File: src/rtl/div_pkg.sv
// Shared types and defaults for the sequential restoring divider.
package div_pkg;
  localparam int DW_DEF = 8;
  localparam int VW_DEF = 4;
  localparam int CW_DEF = $clog2(DW_DEF);

  typedef enum logic [1:0] {
    IDLE = 2'd0,
    CALC = 2'd1,
    DONE = 2'd2
  } state_e;
endpackage

File: src/rtl/divider_seq_if.sv
// Start/done handshake and operand/result bus for divider_seq.
interface divider_seq_if #(
  parameter int DW = 8,
  parameter int VW = 4
);
  logic          start;
  logic [DW-1:0] dividend;
  logic [VW-1:0] divisor;
  logic [DW-1:0] quotient;
  logic [VW-1:0] remainder;
  logic          busy;
  logic          done;
  logic          dz;
  logic          chk_err;

  modport master (output start, dividend, divisor,
                  input  quotient, remainder, busy, done, dz, chk_err);
  modport slave  (input  start, dividend, divisor,
                  output quotient, remainder, busy, done, dz, chk_err);
endinterface

File: src/rtl/divider_step.sv
// One combinational restoring-division iteration: shift in a dividend bit, trial subtract.
module divider_step #(
  parameter int VW = 4
) (
  input  logic [VW:0]   r_i,
  input  logic          bit_i,
  input  logic [VW-1:0] dvs_i,
  output logic [VW:0]   r_o,
  output logic          q_o
);
  logic [VW:0] r_sh;
  logic        unused_msb;

  // R stays below the divisor, so its top bit is always zero going in.
  assign unused_msb = r_i[VW];
  assign r_sh       = {r_i[VW-1:0], bit_i};
  assign q_o        = (r_sh >= {1'b0, dvs_i});
  assign r_o        = q_o ? (r_sh - {1'b0, dvs_i}) : r_sh;
endmodule

File: src/rtl/divider_seq.sv
// Sequential restoring divider, one quotient bit per clock, start/done handshake.
// Optional result self-check enabled by defining DIVIDER_SELFCHECK_EN.
module divider_seq
  import div_pkg::*;
#(
  parameter int DW = DW_DEF,
  parameter int VW = VW_DEF
) (
  input  logic         clk,
  input  logic         rst_n,
  divider_seq_if.slave bus
);
  localparam int CW = $clog2(DW);

  state_e        state_q;
  logic [DW-1:0] dvd_q, q_q, quotient_q;
  logic [VW-1:0] dvs_q, remainder_q;
  logic [VW:0]   r_q, r_d;
  logic [CW-1:0] cnt_q;
  logic          done_q, dz_q, q_bit;
  logic [DW-1:0] q_d;

  divider_step #(.VW(VW)) u_step (
    .r_i   (r_q),
    .bit_i (dvd_q[DW-1]),
    .dvs_i (dvs_q),
    .r_o   (r_d),
    .q_o   (q_bit)
  );

  assign q_d = {q_q[DW-2:0], q_bit};

  always_ff @(posedge clk or negedge rst_n) begin
    if (!rst_n) begin
      state_q     <= IDLE;
      dvd_q       <= '0;
      dvs_q       <= '0;
      r_q         <= '0;
      q_q         <= '0;
      cnt_q       <= '0;
      quotient_q  <= '0;
      remainder_q <= '0;
      done_q      <= 1'b0;
      dz_q        <= 1'b0;
    end else begin
      done_q <= 1'b0;
      case (state_q)
        IDLE: if (bus.start) begin
          if (bus.divisor == '0) begin
            quotient_q  <= '1;
            remainder_q <= '0;
            dz_q        <= 1'b1;
            done_q      <= 1'b1;
            state_q     <= DONE;
          end else begin
            dvd_q   <= bus.dividend;
            dvs_q   <= bus.divisor;
            r_q     <= '0;
            q_q     <= '0;
            cnt_q   <= CW'(DW-1);
            dz_q    <= 1'b0;
            state_q <= CALC;
          end
        end
        CALC: begin
          r_q   <= r_d;
          dvd_q <= {dvd_q[DW-2:0], 1'b0};
          q_q   <= q_d;
          cnt_q <= cnt_q - CW'(1);
          // Last iteration: publish results straight from the step outputs.
          if (cnt_q == '0) begin
            quotient_q  <= q_d;
            remainder_q <= r_d[VW-1:0];
            done_q      <= 1'b1;
            state_q     <= DONE;
          end
        end
        DONE:    state_q <= IDLE;
        default: state_q <= IDLE;
      endcase
    end
  end

  assign bus.quotient  = quotient_q;
  assign bus.remainder = remainder_q;
  assign bus.busy      = (state_q != IDLE);
  assign bus.done      = done_q;
  assign bus.dz        = dz_q;

`ifdef DIVIDER_SELFCHECK_EN
  localparam int PW = DW + VW;
  logic [DW-1:0] dvd_cap_q;
  logic [PW-1:0] recon;
  logic          chk_fail, chk_err_q;

  assign recon    = PW'(quotient_q) * PW'(dvs_q) + PW'(remainder_q);
  assign chk_fail = (state_q == DONE) && !dz_q &&
                    ((recon != PW'(dvd_cap_q)) || (remainder_q >= dvs_q));

  always_ff @(posedge clk or negedge rst_n) begin
    if (!rst_n) begin
      dvd_cap_q <= '0;
      chk_err_q <= 1'b0;
    end else if (state_q == IDLE && bus.start) begin
      dvd_cap_q <= bus.dividend;
      chk_err_q <= 1'b0;
    end else if (chk_fail) begin
      chk_err_q <= 1'b1;
    end
  end

  assign bus.chk_err = chk_err_q;
`else
  assign bus.chk_err = 1'b0;
`endif
endmodule
File: src/flat_wrapper.sv
// flat-port wrapper written by rule: the top's interface ports become plain ports
module divider_seq_flat import div_pkg::*;
#(
  parameter int DW = DW_DEF,
  parameter int VW = VW_DEF
)
  (clk, rst_n, bus_start, bus_dividend, bus_divisor, bus_quotient, bus_remainder, bus_busy, bus_done, bus_dz, bus_chk_err);
  divider_seq_if #(.DW(DW), .VW(VW)) bus_i ();
  input  logic clk;
  input  logic rst_n;
  input wire logic [$bits(bus_i.start)-1:0] bus_start;
  input wire logic [$bits(bus_i.dividend)-1:0] bus_dividend;
  input wire logic [$bits(bus_i.divisor)-1:0] bus_divisor;
  output wire logic [$bits(bus_i.quotient)-1:0] bus_quotient;
  output wire logic [$bits(bus_i.remainder)-1:0] bus_remainder;
  output wire logic [$bits(bus_i.busy)-1:0] bus_busy;
  output wire logic [$bits(bus_i.done)-1:0] bus_done;
  output wire logic [$bits(bus_i.dz)-1:0] bus_dz;
  output wire logic [$bits(bus_i.chk_err)-1:0] bus_chk_err;
  assign bus_i.start = bus_start;
  assign bus_i.dividend = bus_dividend;
  assign bus_i.divisor = bus_divisor;
  assign bus_quotient = bus_i.quotient;
  assign bus_remainder = bus_i.remainder;
  assign bus_busy = bus_i.busy;
  assign bus_done = bus_i.done;
  assign bus_dz = bus_i.dz;
  assign bus_chk_err = bus_i.chk_err;
  divider_seq #(.DW(DW), .VW(VW)) u_core (.clk(clk), .rst_n(rst_n), .bus(bus_i));
endmodule
File: config.mk
export PLATFORM = sky130hd
export DESIGN_NAME = divider_seq_flat
export DESIGN_NICKNAME = d
export VERILOG_FILES = /design/src/rtl/div_pkg.sv /design/src/rtl/divider_seq_if.sv /design/src/rtl/divider_step.sv /design/src/rtl/divider_seq.sv /design/src/flat_wrapper.sv
export SDC_FILE = /design/constraint.sdc
export NUM_CORES = 1
export LEC_CHECK = 0
export BUFFER_PORTS_ARGS = -buffer_cell sky130_fd_sc_hd__buf_2
export CORE_MARGIN = 4
export CORE_UTILIZATION = 36
export DETAILED_ROUTE_END_ITERATION = 7
export PLACE_DENSITY = 0.6
export SLEW_MARGIN = 25
export SYNTH_ARGS = -nofsm -noshare
export SYNTH_HDL_FRONTEND = slang
export SYNTH_SLANG_ARGS = --single-unit
File: constraint.sdc
create_clock -name clk -period 1.9 [get_ports clk]
set_input_delay 0 -clock clk [delete_from_list [all_inputs] [get_ports clk]]
set_output_delay 0 -clock clk [all_outputs]
set_load 0.005 [all_outputs]
==> results of run 1 <==
final cells by class:
cell class                      instances  area [µm²]  area share
Timing Repair Buffer                   48       317.8      0.1313
Tap cell                               70       87.58     0.03619
Inverter                               12       57.56     0.02378
Clock inverter                          1       30.03     0.01241
Multi-Input combinational cell        115       793.3      0.3278
Sequential cell                        42        1051      0.4343
Clock buffer                            6       82.58     0.03413
power groups by stage:
stage	Sequential, mW	Combinational, mW	Clock [mW]
floorplan	1.51	1.39	0
global route	1.58	2.29	0.777
global placement	1.54	1.89	0
detailed placement	1.54	1.92	0
CTS	1.53	1.99	0.735
finish	1.54	2.02	0.712
through the flow:
stage | instance area (µm²) | worst slack, ns | util
6_report | 2420 | 0.07676 | 0.4678
3_3_place_gp | 2163 | 0.03318 | 0.4182
5_1_grt | 2420 | -0.003850 | 0.4678
3_5_place_dp | 2163 | -0.008695 | 0.4182
2_1_floorplan | 1938 | 0.09456 | -
4_1_cts | 2409 | 0.05301 | 0.4657
sequential cells by signal (all words and copies together), names as in the netlist:
signal / flops
u_core.bus.done: 1
u_core.bus.dz: 1
u_core.bus.quotient: 8
u_core.bus.remainder: 4
u_core.cnt_q: 3
u_core.dvd_q: 8
u_core.dvs_q: 4
u_core.q_q: 7
u_core.r_q: 4
u_core.state_q: 2
layout by cell type (no fill, tap or decap), drive strengths merged, types with 2 or more instances in the layout:
cell type / Yosys / final
mux2i: 3 / 3
nand2: 11 / 11
o22ai: 7 / 7
a22o: 10 / 10
clkbuf: 3 / 6
ha: 6 / 6
inv: 11 / 11
dfrtp: 42 / 42
nor2b: 2 / 2
dlygate4sd3: 0 / 12
nor2: 32 / 32
o21ai: 6 / 6
a21o: 3 / 3
mux2: 6 / 6
buf: 5 / 36
a21oi: 10 / 10
per-layer routing:
metal	routed length, µm	vias up
li1	-	704
met1	1971	680
met2	1759	25
met3	141	7
met4	63	0
met5	0	-
kinds of logic (layout without fill, tap and decap cells):
family	count (synthesis)	after routing	synth area share
AO/OA/AOI/OAI	44	44	0.1685
adder cells (fa/ha/maj)	7	7	0.04906
other	1	1	0.001935
flip-flops	42	42	0.5423
buffers and inverters	20	67	0.06068
AND/OR/NAND/NOR	52	52	0.1181
XOR/XNOR	2	2	0.009040
multiplexers	9	9	0.05035
synthesized netlist by cell type, types with 3 or more instances:
cell type,instances
dfrtp_1,42
a21oi_1,8
buf_4,3
inv_1,11
ha_1,6
mux2_2,6
o21ai_0,5
clkbuf_1,3
a22o_1,10
o22ai_1,7
mux2i_1,3
nor2_1,32
nand2_1,11
timing repair:
action / 4_1_cts / 5_1_grt
pin swaps: 1 / 0
endpoints found under the hold margin: 36 / 0
hold buffers: 12 / 0
setup endpoints to repair: 1 / 10
resized for setup: 1 / 3
worst paths after layout:
path	slack (ns)	endpoint	start
setup reg to reg	0.08	u_core.bus.remainder[3]$_DFFE_PN0P_	u_core.dvd_q[7]$_DFFE_PN0P_
hold / removal	0.02	u_core.dvd_q[7]$_DFFE_PN0P_	bus_dividend[7]
hold reg to reg	0.49	u_core.cnt_q[0]$_DFFE_PN0P_	u_core.cnt_q[0]$_DFFE_PN0P_
max in group asynchronous	1.07	u_core.bus.dz$_DFFE_PN0P_	rst_n
min in group asynchronous	0.25	u_core.bus.remainder[1]$_DFFE_PN0P_	rst_n
setup / recovery	0.08	u_core.bus.remainder[3]$_DFFE_PN0P_	u_core.dvd_q[7]$_DFFE_PN0P_
worst min-delay path, cell delays in order:
cell	delay [ns]
buf_2	0.08
o22ai_1	0.07
a21oi_1	0.12
==> results.txt, run 1 <==
Status: complete, no violations
First-pass GRT wire length: 6748 µm
Initial antenna violation count: 0
Synthesized instance count: 177
Synth warnings: 0
Worst hold path class: in -> reg
Sequential group share of total power: 0.360
GRT met1 Usage: 0.1903
Int Power: 2.687 mW
Fillers: 488
# diodes: 0
# rows: 26
Critical Path End Type: flop
Drt pass-1 iters: 4
Number of DRC markers in iteration 0: 95
Gr busiest metal: met2
CP delay by family, top: simple AND/OR/NAND/NOR gates
Netlist cell types: 40
Slew Limit Fails: 0
Later-pin clock latency in the skew report: 0.29 ns
CP Class: reg -> reg
Yosys top cell by area: dfrtp_1
Post-synth EDFFs: 0
Max_cap viols: 0
Clk buf depth: 2
Gpl congestion: 0.8177
Pin count of the biggest net entering global routing: 28
Hold Path Stages: 3
Worst-path cell with the longest stage delay: dfrtp_1
Clk pwr share: 0.167
GRT Total Usage: 0.1353
Via Count: 1,416
Routed Antenna Nets: 0
Dpl cells: 275
Fraction of registers with async set/reset: 1.000
H-tree levels: 2
Final setup violation count: 0
Global route total overflow: 0
Crit path depth: 7
Post-Syn Area per Cell: 10.95 µm²
Initial Util: 0.3747
Synth-to-Final Area Change: 24.85%
Clock sinks: 42
Cell Count, Final, Fillers Out: 294
Tcrit/Tclk final: 0.9596
Peak supply drop: 0.5595 mV
DR vias/cell: 4.816
Combinational Power Share: 0.473
Post-Syn Nets: 199
IO Port Bufs: 29
Setup Skew: 0.008915 ns
# DRC: 0
Post-synthesis sequential area ratio: 0.5423
Clock transition at the registers of the reported paths: 0.08 ns
Pleak: 1.146 nW
Unrepaired setup endpoints after global routing: yes
Seq cells post-synth: 42
Mean routed wirelength per cell: 13.39 µm
Root Buffer Master: clkbuf_8
Post-synthesis cell area: 1938 µm²
Total wire length: 3936 µm
Final hold slack: 0.01978 ns
Met2 usage: 0.1979
Share of cells above drive strength 1: 0.2679
Chip Width: 81.38 µm
Core area: 5172 µm²
Switching Share: 0.3710
Worst Path Required: 2.08 ns
Slew HR: 0.5919
Setup bufs post-CTS: 0
IO Count: 31
R2R cell count: 7
TritonCTS clock tree: built
Die height: 81.38 µm
Peak fanout along the critical path: 3
Share of Yosys cell area claimed by the top area cell type: 0.5423
Max Fclk: 548.5 MHz
Top FF cell, synth: dfrtp_1
Crit-path max cell delay: 0.36 ns
Die area: 6622 µm²
Main area contributors after synthesis: dfrtp_1, nor2_1, a22o_1
Vias in the first global route: 1,444
Least-Margin Pin Slew: 0.6122 ns
CP Launch Type: flop
P_sw: 1.585 mW
HPWL after DPL: 2785 µm
Met3 GRT Util: 0.03991
Total power: 4.272 mW
Worst Path Buf+Inv: 1
Setup TNS: 0 ns
Power per cell area: 1766 nW/µm²
Crit-path cells: inv_1 > ha_1 > nor2b_1 > o21ai_2 > and4_1 > o31a_1 > mux2_2
Tmin final: 1.823 ns
Data arrival time of the worst path: 2.01 ns
Final Hold Vio Count: 0
Fin nets: 246
Num CTS Buffers: 5
Note: power is estimated with default switching activity, not from simulation.
==> inputs of run 2 (changes only) <==
Settings changed: GPL_TIMING_DRIVEN set to 0.
==> run 2 against run 1 <==
Count of clock-buffer cells in the layout is 1 higher. Cell count increased by 1.7%. Die area stayed put. Design area rose by 2.4%. Wire length increased by 2.6%. Global-route usage rose by 0.62 points.
==> results.txt, run 2 (synthesis gave the netlist of run 1 again) <==
Status: complete, no violations
GRT Total Usage: 0.1414
Max_cap viols: 0
WHS Endpoint: u_core.dvd_q[7]$_DFFE_PN0P_
Setup TNS: 0 ns
Drt pass-1 iters: 4
Final Hold Vio Count: 0
Via Count: 1,405
Slew HR: 0.6123
Core area: 5172 µm²
Hold path startpoint: bus_dividend[7]
Final hold slack: 0.01272 ns
First-pass GRT wire length: 7031 µm
Clock transition at the registers of the reported paths: 0.08 ns
Chip Width: 81.38 µm
Total wire length: 4040 µm
IO Count: 31
Commonest non-fill, non-tap cell in the layout: dfrtp_1
Share of cells above drive strength 1: 0.2795
Synth-to-Final Area Change: 27.89%
CP Launch Type: flop
# DRC: 0
Vias in the first global route: 1,481
Final setup violation count: 0
Later-pin clock latency in the skew report: 0.29 ns
# rows: 26
Setup Skew: 0.007866 ns
Tmin final: 1.840 ns
Initial Util: 0.3747
Pleak: 1.158 nW
Crit-path max cell delay: 0.40 ns
Crit-path cells: inv_1 > ha_1 > a21oi_4 > o21ai_4 > and4_1 > o31a_1 > mux2_2
Data arrival time of the worst path: 2.02 ns
Initial antenna violation count: 0
Worst-path cell with the longest stage delay: dfrtp_1
Peak fanout along the critical path: 3
# diodes: 0
Hold Path Stages: 3
IO Port Bufs: 29
Pin count of the biggest net entering global routing: 43
Gpl congestion: 0.7615
Root Buffer Master: clkbuf_8
Commonest non-fill, non-tap cells in the layout: dfrtp_1, nor2_1, buf_2, dlygate4sd3_1, nand2_1
R2R Path Start: u_core.dvs_q[1]$_DFFE_PN0P_
Die height: 81.38 µm
Slew Limit Fails: 0
Cell Count, Final, Fillers Out: 299
Routed Antenna Nets: 0
Clock sinks: 42
Critical Path End Type: flop
Number of DRC markers in iteration 0: 87
HPWL after DPL: 2709 µm
DR vias/cell: 4.699
Num CTS Buffers: 5
Global route total overflow: 0
Worst Path Required: 2.08 ns
Power per cell area: 1774 nW/µm²
Mean routed wirelength per cell: 13.51 µm
Reg2reg end: u_core.bus.remainder[3]$_DFFE_PN0P_
H-tree levels: 2
Dpl cells: 276
R2R cell count: 7
Worst hold path class: in -> reg
Max Fclk: 543.4 MHz
Fin nets: 250
Clk buf depth: 2
Peak supply drop: 0.5667 mV
Least-Margin Pin Slew: 0.5816 ns
Die area: 6622 µm²
TritonCTS clock tree: built
Tcrit/Tclk final: 0.9685
CP Class: reg -> reg
R2R setup slack: 0.06 ns
[run 2: through the flow]
step | power (mW) | worst slack (ns) | instance area, µm² | utilization
detailed placement | 3.432 | -0.06225 | 2171 | 0.4197
global route | 4.795 | -0.003445 | 2479 | 0.4792
CTS | 4.260 | 0.04375 | 2425 | 0.4688
global placement | 3.394 | -0.08527 | 2171 | 0.4197
finish | 4.398 | 0.05979 | 2479 | 0.4792
floorplan | 2.905 | 0.09456 | 1938 | -
[run 2: layout make-up]
class	instances	area [µm²]
fillers	474	2694
flip-flops and latches	42	1051
multi-input cells	115	825.8
repair buffers	44	290.3
well taps	70	87.58
clock buffers	7	76.32
plain buffers	8	60.06
inverters	12	57.56
clock inverters	1	30.03
[run 2: how the worst max path moves through the flow]
stage / from / depth (start not counted) / to
floorplan: u_core.r_q[1]$_DFFE_PN0P_ / 6 / u_core.bus.remainder[3]$_DFFE_PN0P_
global placement: u_core.r_q[1]$_DFFE_PN0P_ / 6 / u_core.r_q[1]$_DFFE_PN0P_
detailed placement: u_core.r_q[1]$_DFFE_PN0P_ / 6 / u_core.r_q[2]$_DFFE_PN0P_
CTS: u_core.r_q[1]$_DFFE_PN0P_ / 6 / u_core.bus.remainder[3]$_DFFE_PN0P_
global route: u_core.dvs_q[1]$_DFFE_PN0P_ / 7 / u_core.bus.remainder[3]$_DFFE_PN0P_
finish: u_core.dvs_q[1]$_DFFE_PN0P_ / 7 / u_core.bus.remainder[3]$_DFFE_PN0P_
[run 2: layer usage]
layer  vias to the layer above  wire [µm]  global-route usage
met1                       657       1983              0.1847
met2                        33       1802              0.2191
li1                        709          -                   -
met4                         0         68             0.05574
met5                         -          0                   0
met3                         6        185             0.04213
[run 2: power breakdown]
group | switching [mW] | internal (mW)
registers | 0.248 | 1.30
logic | 1.12 | 1.04
clock network | 0.296 | 0.393
[run 2: repair_timing]
| item | 4_1_cts | 5_1_grt |
|---|---|---|
| hold buffers | 12 | 0 |
| resized for setup | 2 | 8 |
| endpoints found under the hold margin | 53 | 0 |
| endpoints found under the setup margin | 7 | 6 |
| pin swaps | 1 | 5 |
| cloned | 0 | 0 |
| buffers inserted | 1 | 2 |
[run 2: worst max-delay path, delay by kind of cell, from the launching register on]
kind                       cells  cell delay, ns
AOI/OAI and AO/OA              3            0.60
DFF                            1            0.40
muxes                          1            0.26
adders and majority gates      1            0.21
and+or+nand+nor                1            0.20
buffers and inverters          1            0.06
